## config.mk

```make
export PLATFORM = sky130hd
export DESIGN_NAME = neuron_mac
export DESIGN_NICKNAME = d
export VERILOG_FILES = /design/src/rtl/dnn_pkg.sv /design/src/rtl/neuron_mac_sat.sv /design/src/rtl/neuron_mac.sv
export SDC_FILE = /design/constraint.sdc
export NUM_CORES = 1
export LEC_CHECK = 0
export ABC_AREA = 1
export CORE_ASPECT_RATIO = 0.8
export CORE_UTILIZATION = 40
export DETAILED_ROUTE_END_ITERATION = 6
export PLACE_DENSITY_LB_ADDON = 0.05
export RECOVER_POWER = 25
export SLEW_MARGIN = 20
export SYNTH_ARGS = -nofsm -noshare
export SYNTH_HDL_FRONTEND = slang
export SYNTH_SLANG_ARGS = --single-unit
```

## constraint.sdc

```tcl
create_clock -name clk -period 8.17 [get_ports clk]
set_input_delay 2.0425 -clock clk [delete_from_list [all_inputs] [get_ports clk]]
set_output_delay 2.0425 -clock clk [all_outputs]
set_load 0.05 [all_outputs]
```

## src/rtl/dnn_pkg.sv

```systemverilog
// Shared widths and saturating arithmetic helpers for the neuron datapath.
// Helpers work on 64-bit containers, so callers keep widths up to 63 bits.
package dnn_pkg;

    localparam int DATA_W = 16;
    localparam int FRAC_W = 8;

    // Clamp a 65-bit signed value into the signed range of a w-bit word.
    function automatic logic signed [63:0] sat_lim(input logic signed [64:0] v,
                                                   input int unsigned w);
        logic signed [64:0] mx;
        logic signed [64:0] mn;
        mx = (65'sd1 <<< (w - 1)) - 65'sd1;
        mn = -(65'sd1 <<< (w - 1));
        if (v > mx)
            sat_lim = mx[63:0];
        else if (v < mn)
            sat_lim = mn[63:0];
        else
            sat_lim = v[63:0];
    endfunction

    // a + b, clamped to the signed range of a w-bit word (never wraps).
    function automatic logic signed [63:0] sat_add(input logic signed [63:0] a,
                                                   input logic signed [63:0] b,
                                                   input int unsigned w);
        logic signed [64:0] s;
        s = $signed({a[63], a}) + $signed({b[63], b});
        sat_add = sat_lim(s, w);
    endfunction

    // Width-reducing saturate: clamp v to the signed range of a w-bit word.
    function automatic logic signed [63:0] sat_narrow(input logic signed [63:0] v,
                                                      input int unsigned w);
        sat_narrow = sat_lim($signed({v[63], v}), w);
    endfunction

endpackage

```

## src/rtl/neuron_mac_sat.sv

```systemverilog
// Combinational saturate from a 2*dataWidth signed value down to dataWidth.
module neuron_mac_sat
    import dnn_pkg::*;
#(
    parameter int dataWidth = DATA_W
) (
    input  logic signed [2*dataWidth-1:0] din,
    output logic signed [dataWidth-1:0]   dout
);

    logic signed [63:0] narrowed;
    logic               unused_hi;

    // Clamp into the narrow range, then keep the low word
    always_comb begin
        narrowed = sat_narrow(64'(din), dataWidth);
        dout     = narrowed[dataWidth-1:0];
    end

    assign unused_hi = ^narrowed[63:dataWidth];

endmodule

```

## src/rtl/neuron_mac.sv

```systemverilog
// Neuron multiply-accumulate core: fetches weights, accumulates saturated
// Q-format products and emits one saturated sum per vector.
// Optional feature macro: BIAS_ADD_EN (adds bias in the output stage).
module neuron_mac
    import dnn_pkg::*;
#(
    parameter int numWeight    = 3,
    parameter int addressWidth = 10,
    parameter int dataWidth    = DATA_W,
    parameter int fracBits     = FRAC_W
) (
    input  logic                        clk,
    input  logic                        rst_n,
    input  logic signed [dataWidth-1:0] x_in,
    input  logic                        x_valid,
    output logic                        ren,
    output logic [addressWidth-1:0]     radd,
    input  logic signed [dataWidth-1:0] wout,
    input  logic signed [dataWidth-1:0] bias,
    output logic signed [dataWidth-1:0] y_out,
    output logic                        y_valid,
    output logic                        busy
);

    localparam int ACC_W = 2 * dataWidth;
    localparam logic [addressWidth-1:0] LAST_ADDR = addressWidth'(numWeight - 1);

    logic [addressWidth-1:0]    rd_ptr;
    logic [2:1]                 vld_pipe;   // [1]: x_d/wout aligned, [2]: prod_r valid
    logic [2:1]                 last_pipe;  // last-element tag riding with vld_pipe
    logic signed [dataWidth-1:0] x_d;
    logic signed [ACC_W-1:0]    prod_r;
    logic signed [ACC_W-1:0]    acc;
    logic signed [ACC_W-1:0]    acc_next;
    logic signed [ACC_W-1:0]    sum;
    logic signed [ACC_W-1:0]    shifted;
    logic signed [dataWidth-1:0] y_sat;
    logic signed [63:0]         acc_sum64;
    logic                       acc_first;  // next product starts a new vector
    logic                       acc_done;   // acc holds a finished vector sum
    logic                       unused_hi;

    assign ren  = x_valid;
    assign radd = rd_ptr;
    assign busy = (rd_ptr != '0) || (|vld_pipe) || acc_done;

    // Weight read pointer: advances per accepted element, wraps per vector
    always_ff @(posedge clk) begin
        if (!rst_n)
            rd_ptr <= '0;
        else if (x_valid)
            rd_ptr <= (rd_ptr == LAST_ADDR) ? '0 : rd_ptr + 1'b1;
    end

    // Align x with the fetched weight, then register the full-width product
    always_ff @(posedge clk) begin
        if (!rst_n) begin
            vld_pipe  <= '0;
            last_pipe <= '0;
            x_d       <= '0;
            prod_r    <= '0;
        end else begin
            vld_pipe  <= {vld_pipe[1], x_valid};
            last_pipe <= {last_pipe[1], x_valid && (rd_ptr == LAST_ADDR)};
            if (x_valid)
                x_d <= x_in;
            if (vld_pipe[1])
                prod_r <= ACC_W'(x_d) * ACC_W'(wout);
        end
    end

    // Saturating accumulate of the next product
    always_comb begin
        acc_sum64 = sat_add(64'(acc), 64'(prod_r), ACC_W);
        acc_next  = acc_sum64[ACC_W-1:0];
    end

    // Accumulator: first product of a vector loads, later ones add
    always_ff @(posedge clk) begin
        if (!rst_n) begin
            acc       <= '0;
            acc_first <= 1'b1;
            acc_done  <= 1'b0;
        end else begin
            acc_done <= vld_pipe[2] && last_pipe[2];
            if (vld_pipe[2]) begin
                acc       <= acc_first ? prod_r : acc_next;
                acc_first <= last_pipe[2];
            end
        end
    end

`ifdef BIAS_ADD_EN
    logic signed [63:0] bias_sum64;

    // Add the bias aligned to the product's binary point, then rescale
    always_comb begin
        bias_sum64 = sat_add(64'(acc), 64'(bias) <<< fracBits, ACC_W);
        sum        = bias_sum64[ACC_W-1:0];
        shifted    = sum >>> fracBits;
    end

    assign unused_hi = ^{acc_sum64[63:ACC_W], bias_sum64[63:ACC_W]};
`else
    // No bias: rescale the accumulator straight to the output Q format
    always_comb begin
        sum     = acc;
        shifted = sum >>> fracBits;
    end

    assign unused_hi = ^{acc_sum64[63:ACC_W], bias};
`endif

    neuron_mac_sat #(
        .dataWidth(dataWidth)
    ) u_sat (
        .din (shifted),
        .dout(y_sat)
    );

    // Output register: y_out updates only with the y_valid pulse
    always_ff @(posedge clk) begin
        if (!rst_n) begin
            y_out   <= '0;
            y_valid <= 1'b0;
        end else begin
            y_valid <= acc_done;
            if (acc_done)
                y_out <= y_sat;
        end
    end

endmodule

```

==> metrics.txt <==
hold_sp=last_pipe[1]; top_reg_cell synth=dfxtp_1; via/cell ratio=4.79; Internal Pwr Total=around 3200 uW; Synth Net Count=roughly 2900; delay-heaviest family, CP=adder cells; Flop pwr share=10.4%; drt total wl=between 40 and 50 mm; cts hold-fix bufs=0; H-tree level count=4; Hold WC Path Type=reg2reg; Rows=a little under 70; gr usage total=between 20% and 30%; CP max stage delay=between 0.6 and 0.7 ns; Core Region=43100 um^2; Post-Layout Inst Area=19600 um^2; antenna violations before repair=0; part of the power in combinational logic=between 70% and 80%; WP buf/inv=8; Initial Utilization=40.5%; LEAKAGE=0.0107 uW; period utilization=95.3%; most frequent cells after synthesis=640 x nand2_1, 602 x inv_1, 263 x fa_1; status=finished, violations left; ordered cell list for the critical path=clkdlybuf4s50_1 -> buf_4 -> nand2_1 -> inv_1 -> fa_1 -> inv_1 -> fa_1 -> inv_1 -> fa_1 -> fa_1 -> fa_1 -> inv_1 -> fa_1 -> inv_1 -> ha_1 -> a21oi_1 -> o21ai_0 -> a21oi_1 -> nand3_1 -> a21o_1 -> nor2_1 -> o21ai_0 -> nand2_1 -> inv_1; PostCTS Resize Cnt=0; max-slew violation count=41; hold depth=2; VDD IR-drop max=348 uV; Post-Synthesis Cells=2448; CP Launch Point=wout[3]; Die X=236 um; Crit Reg-Reg Endpoint=prod_r[24]; Worst EP arrival=8.13 ns; layout cell share with drive strength beyond 1=7.46%; Final Skew=about 0.015 ns; synthesized area=17500 um^2; crit path max fanout=5; total number of vias=14800; FMAX=128 MHz; Final min period=just under 8 ns; CP Launch Type=input pin; synthesis-to-finish area growth=12.3%; sequential fraction of the synthesis area=about 13%; Clk pwr share=a little under an eighth; Avg Cell Area, Syn=7.13 um^2; EDFF count, synth=0; Pre-antenna DRT Iters=7; Setup CP Type=in2reg; Net Sw Frac=between 50 and 60%; failing checks=capacitance limit, slew limit; Synth area leaders=fa_1 30%, nand2_1 14%, dfxtp_1 13%, inv_1 13%, ha_1 8.4%; root buf cell=clkbuf_16; io pins=80; placement-stage cell area=19000 um^2; clk buf depth=2; first-pass GRT wire length=slightly below 80 mm; # Max-Cap Violations=1; Hold EP=last_pipe[2]; Die Y=189 um; Slew HR=-47.3%; most common cell in the synthesized netlist=nand2_1; Starting DRT DRC Count=792; n_diodes=0; drt wl/cell=15.1 um; Util after Layout=45.5%; die footprint=44500 um^2; setup bufs post-CTS=0; Synth cell types=46; largest net degree at the start of global routing=64; FFs w/ async S/R, synth=0%; worst reg2reg path depth=24; vias in the first global route=between 15000 and 20000; final setup fails=0; RSZ-0062 raised after global routing=false; worst-path cell with the longest stage delay=fa_1; Post-DP HPWL=38.4 mm; Cell Pwr Density=342 nW/um^2; DR DRC count=0; clock latency on the worst-skew pair=0.45 ns; ANT nets after route=0; element type at the critical path end=flip-flop; Reg-to-Reg Start=x_d[7]; TritonCTS clock tree=done; Synth top area share=30.2%; CTS clk-pin slew, worst paths=0.06 ns; Final GP Congestion=0.913; Yosys reg bits=113; GR Overflow Total=0; Psw=about 3500 uW; IO Port Bufs=63; Slew @ Worst Pin=2.21 ns; largest area contributor in the netlist=fa_1; Num Clock Sinks=113; # nets final=2939; Fin. Hold Viols=0; Num CTS Buffers=17; Worst R2R Setup Slack=1.65 ns; synth warn=0; Worst Path Required=8.51 ns
-- cells by family (layout without fill, tap and decap cells) --
family,Yosys count,after routing,share of synthesized area (%)
AOI/OAI and AO/OA,274,274,9.12
DFF,113,113,13.0
buffers and inverters,712,785,15.7
and+or+nand+nor,926,926,21.5
adders and majority gates,380,380,38.6
xor gates and xnor gates,43,43,2.16
-- registers in the layout, summed over array words and instances (netlist names) --
name       cells
acc           32
prod_r        32
x_d           16
y_out         16
radd          10
last_pipe      2
vld_pipe       2
acc_done       1
acc_first      1
y_valid        1
-- placed cells by master, fill, tap and decap left out, types with 5 or more instances in the layout --
cell,instances
fa_1,263
nor2_1,154
nor4_1,5
xor2_1,31
dlygate4sd3_1,11
o21bai_1,14
xnor2_1,12
a21oi_2,25
clkdlybuf4s50_1,52
buf_12,8
buf_4,72
o21ai_0,73
nand4_1,12
nor3_1,17
dfxtp_1,112
nand3_1,47
ha_1,117
nand2_2,30
clkbuf_16,17
a21oi_1,135
or2_2,6
inv_1,603
inv_6,8
o211ai_1,9
nand2_1,640
-- power groups by stage --
stage | Clock [uW] | Sequential (uW) | Combinational (uW)
finish | 772 | 701 | 5230
global placement | 0 | 715 | 5230
detailed placement | 0 | 717 | 5230
CTS | 791 | 704 | 5290
global route | 814 | 711 | 6050
floorplan | 0 | 661 | 3580
-- routing by layer --
layer	up-vias	global-route usage (%)	wire length [um]
met4	0	3.32	378
li1	7332	-	-
met3	29	2.75	2160
met2	254	35.4	20600
met5	-	0	0
met1	7154	33.4	23400
-- worst max path at each step --
stage	end	slack (ns)	cells past startpoint
5_1_grt	prod_r[24]	0.05	22
2_1_floorplan	prod_r[27]	0.43	23
3_3_place_gp	prod_r[24]	0.001	24
4_1_cts	prod_r[24]	0.38	21
6_report	prod_r[24]	0.38	24
3_5_place_dp	prod_r[24]	-0.05	21
-- cell type report --
cell class / count / area, um^2
Fill cell: 4527 / 23400
Inverter: 609 / 2290
Multi-Input combinational cell: 1623 / 12400
Sequential cell: 113 / 2260
Tap cell: 560 / 701
Clock inverter: 15 / 170
Clock buffer: 17 / 425
Timing Repair Buffer: 144 / 1340
-- per-stage QoR --
stage               setup WS (ns)  hold WS (ns)  setup TNS (ns)  total power (uW)  cells
floorplan                   0.434         0.390               0              4240   2448
global placement          0.00107         0.404               0              5950   3049
detailed placement        -0.0496         0.410         -0.0562              5950   3049
CTS                         0.378         0.429               0              6780   3081
global route               0.0507         0.450               0              7570   3081
finish                      0.383         0.422               0              6710   3081
-- worst register-to-register path, delay by kind of cell, from the launching register on --
family	cells	cell delay, ns
compound gates	3	0.66
simple gates	7	0.89
buf+inv	7	0.36
fa+ha+maj	7	3.56
flops	1	0.94
(Power assumes the default switching activity.)
